`config.mk`:
```
export PLATFORM = sky130hd
export DESIGN_NAME = apb_reg_bank
export DESIGN_NICKNAME = d
export VERILOG_FILES = /design/src/rtl/apb_reg_bank.sv
export SDC_FILE = /design/constraint.sdc
export NUM_CORES = 1
export LEC_CHECK = 0
export ABC_AREA = 1
export ABC_CLOCK_PERIOD_IN_PS = 2400
export CAP_MARGIN = 20
export CORE_UTILIZATION = 35
export DETAILED_ROUTE_END_ITERATION = 10
export GPL_TIMING_DRIVEN = 0
export PLACE_DENSITY_LB_ADDON = 0.1
export RECOVER_POWER = 100
export REMOVE_ABC_BUFFERS = 1
export SETUP_SLACK_MARGIN = 0.15
export SLEW_MARGIN = 20
export SYNTH_ARGS = -nofsm -noshare
export SYNTH_HDL_FRONTEND = slang
export SYNTH_SLANG_ARGS = --single-unit
```
`constraint.sdc`:
```
create_clock -name clk -period 2.4 [get_ports clk]
set_input_delay 0.48 -clock clk [delete_from_list [all_inputs] [get_ports clk]]
set_output_delay 0.48 -clock clk [all_outputs]
set_load 0.01 [all_outputs]
```
`src/rtl/apb_reg_bank.sv`:
```
// apb_reg_bank
//   APB slave register bank sitting behind the UART-to-APB bridge.
//   Word map (byte offsets, paddr[1:0] ignored):
//     0x00 ID (RO) | 0x04 CTRL (RW) | 0x08 WR_CNT (RO, completed writes)
//     0x0C + 4*i SCRATCHi (RW), i = 0 .. REG_NUM-1; anything else is unmapped.
//   Every transfer is stretched by WAIT_CYCLES access-phase wait states so the
//   bridge's pready polling loop is exercised.
//
//   Optional build macro APB_PSLVERR_EN: adds apb_pslverr, raised on the
//   pready cycle for writes to RO/unmapped words and reads of unmapped words;
//   such writes are not counted in WR_CNT.
//
// Ports
//   clk, rst_n        clock, asynchronous active-low reset
//   apb_psel          slave select
//   apb_paddr         byte address
//   apb_pwrite        1 = write, 0 = read
//   apb_penable       access phase
//   apb_pwdata        write data
//   apb_pready        transfer complete (combinational from FSM state)
//   apb_prdata        read data, zero except on the pready cycle
//   apb_pslverr       slave error (only with APB_PSLVERR_EN)
//   ctrl_out          current CTRL register value
module apb_reg_bank #(
  parameter int unsigned               APB_ADDR_WIDTH = 16,
  parameter int unsigned               APB_DATA_WIDTH = 32,
  parameter int unsigned               REG_NUM        = 8,
  parameter int unsigned               WAIT_CYCLES    = 2,
  parameter logic [APB_DATA_WIDTH-1:0] ID_VALUE       = 32'hA5A5_0100
) (
  input  logic                      clk,
  input  logic                      rst_n,
  input  logic                      apb_psel,
  input  logic [APB_ADDR_WIDTH-1:0] apb_paddr,
  input  logic                      apb_pwrite,
  input  logic                      apb_penable,
  input  logic [APB_DATA_WIDTH-1:0] apb_pwdata,
  output logic                      apb_pready,
  output logic [APB_DATA_WIDTH-1:0] apb_prdata,
`ifdef APB_PSLVERR_EN
  output logic                      apb_pslverr,
`endif
  output logic [APB_DATA_WIDTH-1:0] ctrl_out
);

  localparam int unsigned IDX_W = APB_ADDR_WIDTH - 2;
  localparam logic [3:0]                WAIT_INIT      = 4'(WAIT_CYCLES);
  localparam logic [IDX_W-1:0]          IDX_ID         = IDX_W'(32'd0);
  localparam logic [IDX_W-1:0]          IDX_CTRL       = IDX_W'(32'd1);
  localparam logic [IDX_W-1:0]          IDX_CNT        = IDX_W'(32'd2);
  localparam logic [APB_DATA_WIDTH-1:0] UNMAPPED_VALUE = APB_DATA_WIDTH'(32'hDEAD_BEEF);
  localparam logic [APB_DATA_WIDTH-1:0] CNT_STEP       = APB_DATA_WIDTH'(32'd1);

  typedef enum logic [1:0] {
    ST_IDLE   = 2'd0,
    ST_SETUP  = 2'd1,
    ST_ACCESS = 2'd2
  } state_t;

  state_t                    state_r;
  state_t                    state_nxt_s;
  logic [IDX_W-1:0]          idx_r;
  logic                      write_r;
  logic [APB_DATA_WIDTH-1:0] wdata_r;
  logic [3:0]                wait_cnt_r;
  logic [APB_DATA_WIDTH-1:0] ctrl_r;
  logic [APB_DATA_WIDTH-1:0] wr_cnt_r;
  logic [APB_DATA_WIDTH-1:0] scratch_r [REG_NUM];

  logic                      setup_s;
  logic                      bus_access_s;
  logic                      pready_s;
  logic                      err_s;
  logic                      commit_s;
  logic                      hit_id_s;
  logic                      hit_ctrl_s;
  logic                      hit_cnt_s;
  logic                      hit_scr_s;
  logic [REG_NUM-1:0]        scr_sel_s;
  logic [APB_DATA_WIDTH-1:0] rd_mux_s;
  logic                      unused_addr_s;

  // Byte-lane bits carry no meaning for a word-only register bank.
  assign unused_addr_s = ^apb_paddr[1:0];
  assign setup_s       = apb_psel & ~apb_penable;
  assign bus_access_s  = apb_psel & apb_penable;

  // State register, transfer latch and wait-state counter.
  always_ff @(posedge clk or negedge rst_n) begin
    if (!rst_n) begin
      state_r    <= ST_IDLE;
      idx_r      <= '0;
      write_r    <= 1'b0;
      wdata_r    <= '0;
      wait_cnt_r <= 4'd0;
    end else begin
      state_r <= state_nxt_s;
      if ((state_r == ST_IDLE) && setup_s) begin
        idx_r      <= apb_paddr[APB_ADDR_WIDTH-1:2];
        write_r    <= apb_pwrite;
        wdata_r    <= apb_pwdata;
        wait_cnt_r <= WAIT_INIT;
      end else if ((state_r == ST_ACCESS) && (wait_cnt_r != 4'd0)) begin
        wait_cnt_r <= wait_cnt_r - 4'd1;
      end
    end
  end

  // Next state and pready; a dropped psel/penable before pready abandons the transfer.
  always_comb begin
    state_nxt_s = state_r;
    pready_s    = 1'b0;
    case (state_r)
      ST_IDLE: begin
        if (setup_s) state_nxt_s = ST_SETUP;
        else         state_nxt_s = ST_IDLE;
      end
      ST_SETUP: begin
        if (bus_access_s) state_nxt_s = ST_ACCESS;
        else              state_nxt_s = ST_IDLE;
      end
      ST_ACCESS: begin
        if (!bus_access_s) begin
          state_nxt_s = ST_IDLE;
        end else if (wait_cnt_r == 4'd0) begin
          state_nxt_s = ST_IDLE;
          pready_s    = 1'b1;
        end else begin
          state_nxt_s = ST_ACCESS;
        end
      end
      default: state_nxt_s = ST_IDLE;
    endcase
  end

  // Address decode and read multiplexer on the latched word index.
  always_comb begin
    hit_id_s   = (idx_r == IDX_ID);
    hit_ctrl_s = (idx_r == IDX_CTRL);
    hit_cnt_s  = (idx_r == IDX_CNT);
    scr_sel_s  = '0;
    for (int i = 0; i < int'(REG_NUM); i++) begin
      scr_sel_s[i] = (idx_r == IDX_W'(32'd3 + 32'(i)));
    end
    hit_scr_s = |scr_sel_s;
    rd_mux_s  = '0;
    if (hit_id_s) begin
      rd_mux_s = ID_VALUE;
    end else if (hit_ctrl_s) begin
      rd_mux_s = ctrl_r;
    end else if (hit_cnt_s) begin
      rd_mux_s = wr_cnt_r;
    end else if (hit_scr_s) begin
      for (int i = 0; i < int'(REG_NUM); i++) begin
        rd_mux_s = rd_mux_s | (scratch_r[i] & {APB_DATA_WIDTH{scr_sel_s[i]}});
      end
    end else begin
      rd_mux_s = UNMAPPED_VALUE;
    end
  end

`ifdef APB_PSLVERR_EN
  // Writes may only land in CTRL or scratch; reads fail only when unmapped.
  assign err_s = pready_s & (write_r ? ~(hit_ctrl_s | hit_scr_s)
                                     : ~(hit_id_s | hit_ctrl_s | hit_cnt_s | hit_scr_s));
  assign apb_pslverr = err_s;
`else
  assign err_s = 1'b0;
`endif

  // A write takes effect exactly once, on its pready cycle.
  assign commit_s = pready_s & write_r & ~err_s;

  // Architectural registers: CTRL, completed-write counter, scratch bank.
  always_ff @(posedge clk or negedge rst_n) begin
    if (!rst_n) begin
      ctrl_r   <= '0;
      wr_cnt_r <= '0;
      for (int i = 0; i < int'(REG_NUM); i++) begin
        scratch_r[i] <= '0;
      end
    end else begin
      if (commit_s) begin
        wr_cnt_r <= wr_cnt_r + CNT_STEP;
      end
      if (commit_s && hit_ctrl_s) begin
        ctrl_r <= wdata_r;
      end
      for (int i = 0; i < int'(REG_NUM); i++) begin
        if (commit_s && scr_sel_s[i]) begin
          scratch_r[i] <= wdata_r;
        end
      end
    end
  end

  assign apb_pready = pready_s;
  assign apb_prdata = pready_s ? rd_mux_s : '0;
  assign ctrl_out   = ctrl_r;

endmodule

```
; Yosys cells after proc, flatten, opt, wreduce, memory -nomap -nowiden
; Index checks and enable logic that the tools add are counted.
[totals]
regBits = 373
in_bits = 53
out_inout_bits = 65
word_cells = 80
[classes]
n_addsub = 2
eq_ne = 12
n_mux = 15
bitwise_logic = 19
reduce_logical = 17
[op_table]
columns = op, n
row1 = 32-bit bitwise AND, 8
row2 = 32-bit OR, 7
row3 = 32-bit 2-to-1 mux, 5
row4 = 14-bit by 3-bit equality test with 1-bit output (second input constant), 4
row5 = 14-bit by 4-bit equality test with 1-bit output (second input constant), 3
row6 = 32-bit by 1-bit adder with 32-bit output (second input constant), 1
row7 = 14-bit by 2-bit equality test with 1-bit output (second input constant), 2
row8 = 14-bit by 1-bit equality test with 1-bit output (second input constant), 1
row9 = 14-bit logical NOT, 1
row10 = 1-bit logical AND, 11
row11 = 4-bit 2-to-1 mux, 2
row12 = 8-bit OR reduction, 1
row13 = 2-bit 2-to-1 mux, 3
row14 = 2-bit one-hot mux with 3 select lines, 1
row15 = 4-bit logical NOT, 1
row16 = 1-bit 2-to-1 mux, 4
row17 = 4-bit nonzero test, 1
row18 = 4-bit by 1-bit subtractor with 4-bit output (second input constant), 1
row19 = 1-bit bitwise AND, 3
row20 = 2-bit by 1-bit equality test with 1-bit output (second input constant), 1
row21 = 2-bit equality test (second input constant), 1
row22 = 2-bit logical NOT, 1
row23 = 2-bit nonzero test, 1
row24 = 1-bit NOT, 1

; Longest topological paths before layout
; Gate-level depths: netlist (run 1).
[logic_depth]
depth_word = 14
ltp_mapped = 13
mapped_depth_nobuf = 13

; Worst setup path after synthesis (run 1)
; OpenSTA, ideal clock, no wires.
[synth_path]
path_type = reg-to-output
startpoint = register wait_cnt_r[0]
endpoint = output apb_prdata[20]
arrival_ns = 1.878
t_required_ns = 1.920
setup_slack_ns = 0.042
path_stages_with_launch = 13
n_path_buf = 2
path_cell_list = dfrtp_1 inv_1 ha_1 inv_1 nor3_2 nand2_2 buf_2 inv_1 nand2_1 inv_1 clkbuf_1 o21ai_0 a21oi_1
[synth_via]
elab_chain_cells = 5
[synth_lines]
columns = element, line
row1 = start: declaration, 65  ; logic [3:0] wait_cnt_r;
row2 = start signal: assignment, 104  ; wait_cnt_r <= wait_cnt_r - 4'd1;
row3 = 4-bit logical NOT, 125  ; end else if (wait_cnt_r == 4'd0) begin
row4 = 1-bit 2-to-1 mux, 125
row5 = 1-bit 2-to-1 mux, 123  ; if (!bus_access_s) begin
row6 = 1-bit 2-to-1 mux, 113  ; case (state_r)
row7 = named net apb_pready, 38  ; output logic apb_pready,
row8 = 32-bit 2-to-1 mux, 198  ; assign apb_prdata = pready_s ? rd_mux_s : '0;
row9 = end: declaration, 39  ; output logic [APB_DATA_WIDTH-1:0] apb_prdata,
; The timed path passes the listed nets, and every way through them passes these cells.

; Worst setup path in the final report (run 1)
[layout_path]
startpoint = register idx_r[9]
endpoint = output apb_prdata[1]
[layout_via]
elab_chain_cells = 14
elab_cells_between_ends = 32
classes_between = eq/ne: 10 / mux: 5 / bitwise: 15 / reduce/logical: 2
[layout_lines]
columns = element, line
row1 = start: declaration, 62  ; logic [IDX_W-1:0] idx_r;
row2 = start signal: assignment, 99  ; idx_r <= apb_paddr[APB_ADDR_WIDTH-1:2];
row3 = 14-bit by 2-bit equality test with 1-bit output or 14-bit by 3-bit equality test with 1-bit output (tied branches), 143  ; scr_sel_s[i] = (idx_r == IDX_W'(32'd3 + 32'(i)));
row4 = 32-bit bitwise AND, 155  ; rd_mux_s = rd_mux_s | (scratch_r[i] & {APB_DATA_WIDTH{scr_sel_s[i]}});
row5 = 32-bit OR (7 in a row), 155
row6 = 32-bit 2-to-1 mux, 153  ; end else if (hit_scr_s) begin
row7 = 32-bit 2-to-1 mux, 151  ; end else if (hit_cnt_s) begin
row8 = 32-bit 2-to-1 mux, 149  ; end else if (hit_ctrl_s) begin
row9 = 32-bit 2-to-1 mux (*), 147  ; if (hit_id_s) begin
row10 = 32-bit 2-to-1 mux (*), 198
; Every way passes the cells marked *; elsewhere a longest branch is shown, timed or not.

==> results of run 1 <==
stage by stage:
step	std cells	utilization [%]	hold WS, ns	TNS (ns)
finish	2954	46.89	0.4528	-72.26
global route	2954	46.89	0.4485	-187.32
global placement	2748	38.49	0.4522	-7697.96
floorplan	2018	-	0.1844	-605.83
CTS	2879	44.06	0.3931	-137.13
detailed placement	2757	39.12	0.4037	-286.09
worst min-delay path: cells and delay by family:
kind	cells	cell delay, ns
AND/OR/NAND/NOR	2	0.10
buffers and inverters	1	0.39
final timing paths:
check | cells after the start | startpoint | endpoint
worst max register to register | 16 | wait_cnt_r[0]$_DFFE_PN0P_ | wr_cnt_r[22]$_DFFE_PN0P_
max in group asynchronous | 4 | rst_n | scratch_r[79]$_DFFE_PN0P_
worst max-delay path | 13 | idx_r[9]$_DFFE_PN0P_ | apb_prdata[1]
worst min-delay path | 3 | apb_paddr[12] | idx_r[10]$_DFFE_PN0P_
worst min register to register | 2 | idx_r[12]$_DFFE_PN0P_ | idx_r[12]$_DFFE_PN0P_
min in group asynchronous | 2 | rst_n | state_r[0]$_DFF_PN0_
metal layers:
| layer | wire length [µm] | up-vias | share of wire [%] |
|---|---|---|---|
| li1 | - | 7174 | - |
| met1 | 27940 | 7498 | 44 |
| met2 | 29400 | 565 | 46 |
| met3 | 4862 | 107 | 7.6 |
| met4 | 1955 | 0 | 3.0 |
| met5 | 0 | - | 0 |
cells in the final DEF (no fill, tap or decap), types with 33 or more instances in the layout:
cell             Yosys  routed
clkdlybuf4s50_1      0      49
nand3_1             92      83
nor2_1             133     118
buf_4               20      41
nand2_1            794     755
o21ai_0            295     267
dlygate4sd3_1        0      33
dfrtp_1            373     372
clkbuf_16            0      47
inv_1              118     114
o21ai_1             82      92
power breakdown:
group | switching [mW] | leakage, nW | internal, mW | total [mW]
Clock | 2.74 | 0.795 | 4.78 | 7.52
Sequential | 0.0732 | 5.05 | 6.44 | 6.51
Combinational | 0.815 | 4.90 | 0.301 | 1.12
Total | 3.63 | 10.7 | 11.5 | 15.1
cells by family (layout without fill, tap and decap cells):
group | count (synthesis) | in the layout | share of synthesized area [%]
simple gates | 1094 | 1114 | 26.18
flops | 373 | 373 | 54.74
fa+ha+maj | 2 | 2 | 0.1467
compound gates | 391 | 391 | 11.50
buf+inv | 231 | 429 | 5.892
xor+xnor | 30 | 30 | 1.541
what timing repair did:
| item | CTS | global route |
|---|---|---|
| setup endpoints to repair | 345 | 347 |
| hold endpoints to repair | 41 | 0 |
| setup buffers | 34 | 52 |
| hold buffers | 1 | 0 |
| gates resized for setup | 105 | 290 |
| pin swaps | 14 | 67 |
| gates cloned | 8 | 24 |
cell type report:
cell class                      count  area share [%]
Clock buffer                       63           5.710
Multi-Input combinational cell   1537           34.41
Inverter                          128           2.688
Clock inverter                     16           1.469
Sequential cell                   373           41.52
Timing Repair inverter              9          0.5676
Timing Repair Buffer              213           10.21
Tap cell                          615           3.423
flip-flops by register name (all words and copies together) (netlist names):
name	cells
scratch_r	256
ctrl_out	32
wdata_r	32
wr_cnt_r	32
idx_r	14
wait_cnt_r	4
state_r	2
write_r	1
==> results.json, run 1 <==
{
  "antenna_found_initial": 0,
  "dp_slack_ns": -1.988,
  "multi_input_area_um2": 7737,
  "slowest_delay_ns": 0.37,
  "slew_headroom_pct": 18.79,
  "cp-end-kind": "primary output",
  "grt_pass1_wl_um": 83650,
  "hold_class": "input pin to register",
  "totalWireLength_um": 64150,
  "setup_ws_ns": -0.7728,
  "synth-edff-count": 0,
  "grt-ovfl-total": 0,
  "finalCritPeriodShare_pct": 132.2,
  "ys.flop_type": "dfrtp_1",
  "power_mw": 15.15,
  "critPathTopFamily": "simple AND/OR/NAND/NOR gates",
  "yosys-top-cells-count": "794 x nand2_1, 373 x dfrtp_1, 295 x o21ai_0",
  "row_count": 80,
  "layout.area.seq_um2": 9335,
  "synth_cell_types": 35,
  "synth_top_area_cell": "dfrtp_1",
  "crit_fanout": 7,
  "ys_async_sr_fraction_pct": 100.0,
  "wl_per_cell_um": 21.72,
  "required_ns": 1.92,
  "finalHoldViolCount": 0,
  "cts.sinks": 373,
  "drc": 0,
  "final_layout_size_suffix_gt1_share_pct": 16.29,
  "grt-busiest-layer": "met2",
  "dpl.hpwl_um": 29640,
  "clk_pin_slew_ns": 0.06,
  "period_needed_ns": 3.173,
  "via_per_inst": 5.194,
  "cts_max_level": 2,
  "area_delta_synth_final_pct": 31.84,
  "path_cells": "or2_4 -> nor2_4 -> clkbuf_16 -> and2_4 -> buf_6 -> clkbuf_16 -> nand2_4 -> nand2_2 -> nor2_1 -> nand3_1 -> nand2_2 -> nor2_1 -> buf_2",
  "cts_tree": "built",
  "final_area_um2": 22480,
  "cts_root_buf": "clkbuf_16",
  "die_h_um": 222.7,
  "first_iter_violations": 1472,
  "start_util_pct": 35.57,
  "dieArea_um2": 49610,
  "rsz0062_at_grt": "yes",
  "die_x_um": 222.7,
  "first_global_vias": 13830,
  "grt_use_met2_pct": 35.40,
  "syn_inst": 2121,
  "nFillCells": 4614,
  "grt_usage_pct": 22.06,
  "ys_ff_latch": 373,
  "nets": 2361,
  "p_per_area_nw_per_um2": 673.7,
  "gr-usage-met3_pct": 3.491,
  "slowest_stage": "dfrtp_1",
  "worstSkewPairLatency_ns": 0.58,
  "max-vdd-ir-drop_mv": 0.4565,
  "ant_nets": 0,
  "status": "finished, violations left",
  "critPathKind": "register to primary output",
  "finClkSkew_ns": 0.02158,
  "worst-path-buf-inv": 4,
  "ys_warn_count": 0,
  "port_buffers": 115,
  "synth_seq_area_share_pct": 54.74,
  "drv_slew": 0,
  "met1_usage_pct": 30.86,
  "drt_pre_antenna_iters": 5,
  "io_pins": 118,
  "syn_area_um2": 17050,
  "violations": "negative setup slack",
  "syn_area_per_cell_um2": 8.040,
  "vias": 15340,
  "tightest_slew_ns": 1.218,
  "placeableCoreArea_um2": 47950,
  "worst-r2r-setup-slack_ns": -0.35,
  "cts.path.max_buffers": 3,
  "cts_buffers": 44,
  "synth.area.top_cells": "dfrtp_1 55%, nand2_1 17%, o21ai_0 8.7%, nor2_1 2.9%, nand3_1 2.7%",
  "p_leak_nw": 10.74,
  "setup_viol": 375,
  "grt_max_degree": 96,
  "gp_congestion": 0.8136,
  "worst_setup_path_start_kind": "register",
  "maxCapViolations": 0,
  "fmax_mhz": 315.2,
  "diodes": 0,
  "detailed_place.area_um2": 18750,
  "cp_data_arrival_time_ns": 2.69,
  "synth_most_common_cell": "nand2_1",
  "netlist.area_leader.share_pct": 54.74
}
No activity file was read; power rests on OpenSTA's default activity.
==> run 2, diff against run 1 <==
DONT_BUFFER_PORTS = 1   (was default)
SKIP_CTS_REPAIR_TIMING = 1   (was default)
SLEW_MARGIN = default   (was 20)
==> run 2 against run 1 <==
Hold slack worse by 0.82 ns. Sequential share of layout area up 4.0 points. The flow finishes with violations (negative hold slack, negative setup slack). Critical path type unchanged. Via count down 7.7%. Combinational power down 16%. Register-to-register slack better by 0.04 ns.
==> results.json, run 2 (same netlist as run 1, synthesis figures left out) <==
{
  "status": "finished, violations left",
  "violations": "negative hold slack, negative setup slack",
  "layout.cells.most_common_list": "779 x nand2_1, 372 x dfrtp_1, 283 x o21ai_0",
  "finalHoldViolCount": 373,
  "cts_root_buf": "clkbuf_16",
  "cts.sinks": 373,
  "placeableCoreArea_um2": 47950,
  "grt_max_degree": 374,
  "totalWireLength_um": 56060,
  "rr_worst_depth": 13,
  "drv_slew": 0,
  "setup_viol": 257,
  "cts_max_level": 2,
  "cp-end-kind": "primary output",
  "cp_data_arrival_time_ns": 2.60,
  "p_per_area_nw_per_um2": 699.0,
  "path_cells": "nor2_1 -> nand2_1 -> nor2_4 -> buf_12 -> buf_16 -> nand2_8 -> nand2_4 -> nor2_4 -> buf_12 -> nand3_4 -> clkbuf_16 -> nand3_2 -> nand2_2 -> a21oi_4",
  "r2r-start": "wait_cnt_r[0]$_DFFE_PN0P_",
  "maxCapViolations": 0,
  "ant_nets": 0,
  "cts_tree": "built",
  "largest_register": "scratch_r",
  "drt_pre_antenna_iters": 5,
  "nets": 2212,
  "dpl.hpwl_um": 29520,
  "grt_usage_pct": 20.59,
  "multi_input_area_um2": 7317,
  "first_iter_violations": 1306,
  "antenna_found_initial": 0,
  "setup_ws_ns": -0.6754,
  "grt_pass1_wl_um": 78320,
  "drc": 0,
  "crit_end": "apb_prdata[16]",
  "finClkSkew_ns": 0.01037,
  "worst-r2r-setup-slack_ns": -0.31,
  "dieArea_um2": 49610,
  "holdWs_ns": -0.3710,
  "finalCritPeriodShare_pct": 128.1,
  "gr-usage-met3_pct": 3.531,
  "max-vdd-ir-drop_mv": 0.4268,
  "tightest_slew_ns": 1.014,
  "vias": 14170,
  "nFillCells": 4727,
  "power_mw": 14.33,
  "wl_per_cell_um": 19.98,
  "io_pins": 118,
  "layout.area.seq_um2": 9335,
  "slowest_delay_ns": 0.35,
  "die_h_um": 222.7,
  "hold_class": "input pin to async pin",
  "critPathTopFamily": "simple AND/OR/NAND/NOR gates",
  "clk_pin_slew_ns": 0.06,
  "cts_buffers": 44,
  "timing.rr.end": "scratch_r[253]$_DFFE_PN0P_",
  "grt_use_met2_pct": 33.29,
  "largest_reg_flops": 256,
  "cp_num_cells": 14,
  "rsz0062_at_grt": "yes",
  "start_util_pct": 35.57,
  "worst-path-buf-inv": 4,
  "die_x_um": 222.7,
  "row_count": 80,
  "fmax_mhz": 325.2,
  "slowest_stage": "dfrtp_1",
  "grt-busiest-layer": "met2",
  "final_common_cell": "nand2_1",
  "crit_fanout": 12,
  "gp_congestion": 0.8100,
  "first_global_vias": 13170,
  "period_needed_ns": 3.075,
  "port_buffers": 0,
  "cts.path.max_buffers": 3,
  "crit_start": "idx_r[10]$_DFFE_PN0P_",
  "final_layout_size_suffix_gt1_share_pct": 12.73,
  "required_ns": 1.92,
  "grt-ovfl-total": 0,
  "diodes": 0,
  "via_per_inst": 5.050,
  "worstSkewPairLatency_ns": 0.57,
  "p_leak_nw": 9.790,
  "area_delta_synth_final_pct": 20.24,
  "critPathKind": "register to primary output",
  "slew_headroom_pct": 32.42,
  "met1_usage_pct": 28.63,
  "worst_setup_path_start_kind": "register"
}
run 2: how the worst min path moves through the flow:
stage | cells past startpoint | startpoint | to
after detailed placement | 0 | rst_n | state_r[0]$_DFF_PN0_
final | 0 | rst_n | state_r[0]$_DFF_PN0_
after floorplan | 0 | rst_n | ctrl_out[0]$_DFFE_PN0P_
after CTS | 0 | rst_n | state_r[0]$_DFF_PN0_
after global routing | 0 | rst_n | state_r[0]$_DFF_PN0_
after global placement | 0 | rst_n | state_r[0]$_DFF_PN0_
run 2: final cells by class:
class / instances / area share (%)
Clock buffer: 69 / 6.566
Clock inverter: 11 / 0.6713
Inverter: 128 / 2.911
Multi-Input combinational cell: 1527 / 35.69
Sequential cell: 373 / 45.53
Tap cell: 615 / 3.753
Timing Repair Buffer: 81 / 4.760
Timing Repair inverter: 2 / 0.1220
run 2: where the power goes:
part	switching [mW]	total (mW)	internal (mW)	leakage, nW
Clock	2.72	6.88	4.16	0.736
Combinational	0.669	0.936	0.267	4.01
Sequential	0.0712	6.51	6.44	5.05
run 2: through the flow:
step           setup TNS, ns  cells  worst slack, ns  utilization, %  area, µm²
5_1_grt              -107.35   2806          -0.7954           42.76      20500
4_1_cts              -259.26   2721           -1.951           39.58      18980
3_5_place_dp         -229.80   2641           -1.325           36.48      17490
3_3_place_gp        -1571.46   2633           -5.738           36.09      17300
6_report              -60.58   2806          -0.6754           42.76      20500
2_1_floorplan        -605.83   2018           -2.190               -      16530
run 2: metal layers:
metal  vias to the layer above  share of wire, %
met2                       335                46
met4                         0               2.1
met5                         -                 0
li1                       6864                 -
met1                      6888                46
met3                        82               5.1
run 2: worst register-to-register path: stages (launching register included):
cell and delay [ns]:
dfrtp_1 0.40, inv_1 0.07, ha_1 0.17, inv_1 0.08
nor3_4 0.27, nand2_4 0.17, buf_4 0.25, nor2_8 0.13
buf_12 0.17, buf_4 0.19, nand2_4 0.22, buf_12 0.27
nand2_1 0.10, o21ai_0 0.07
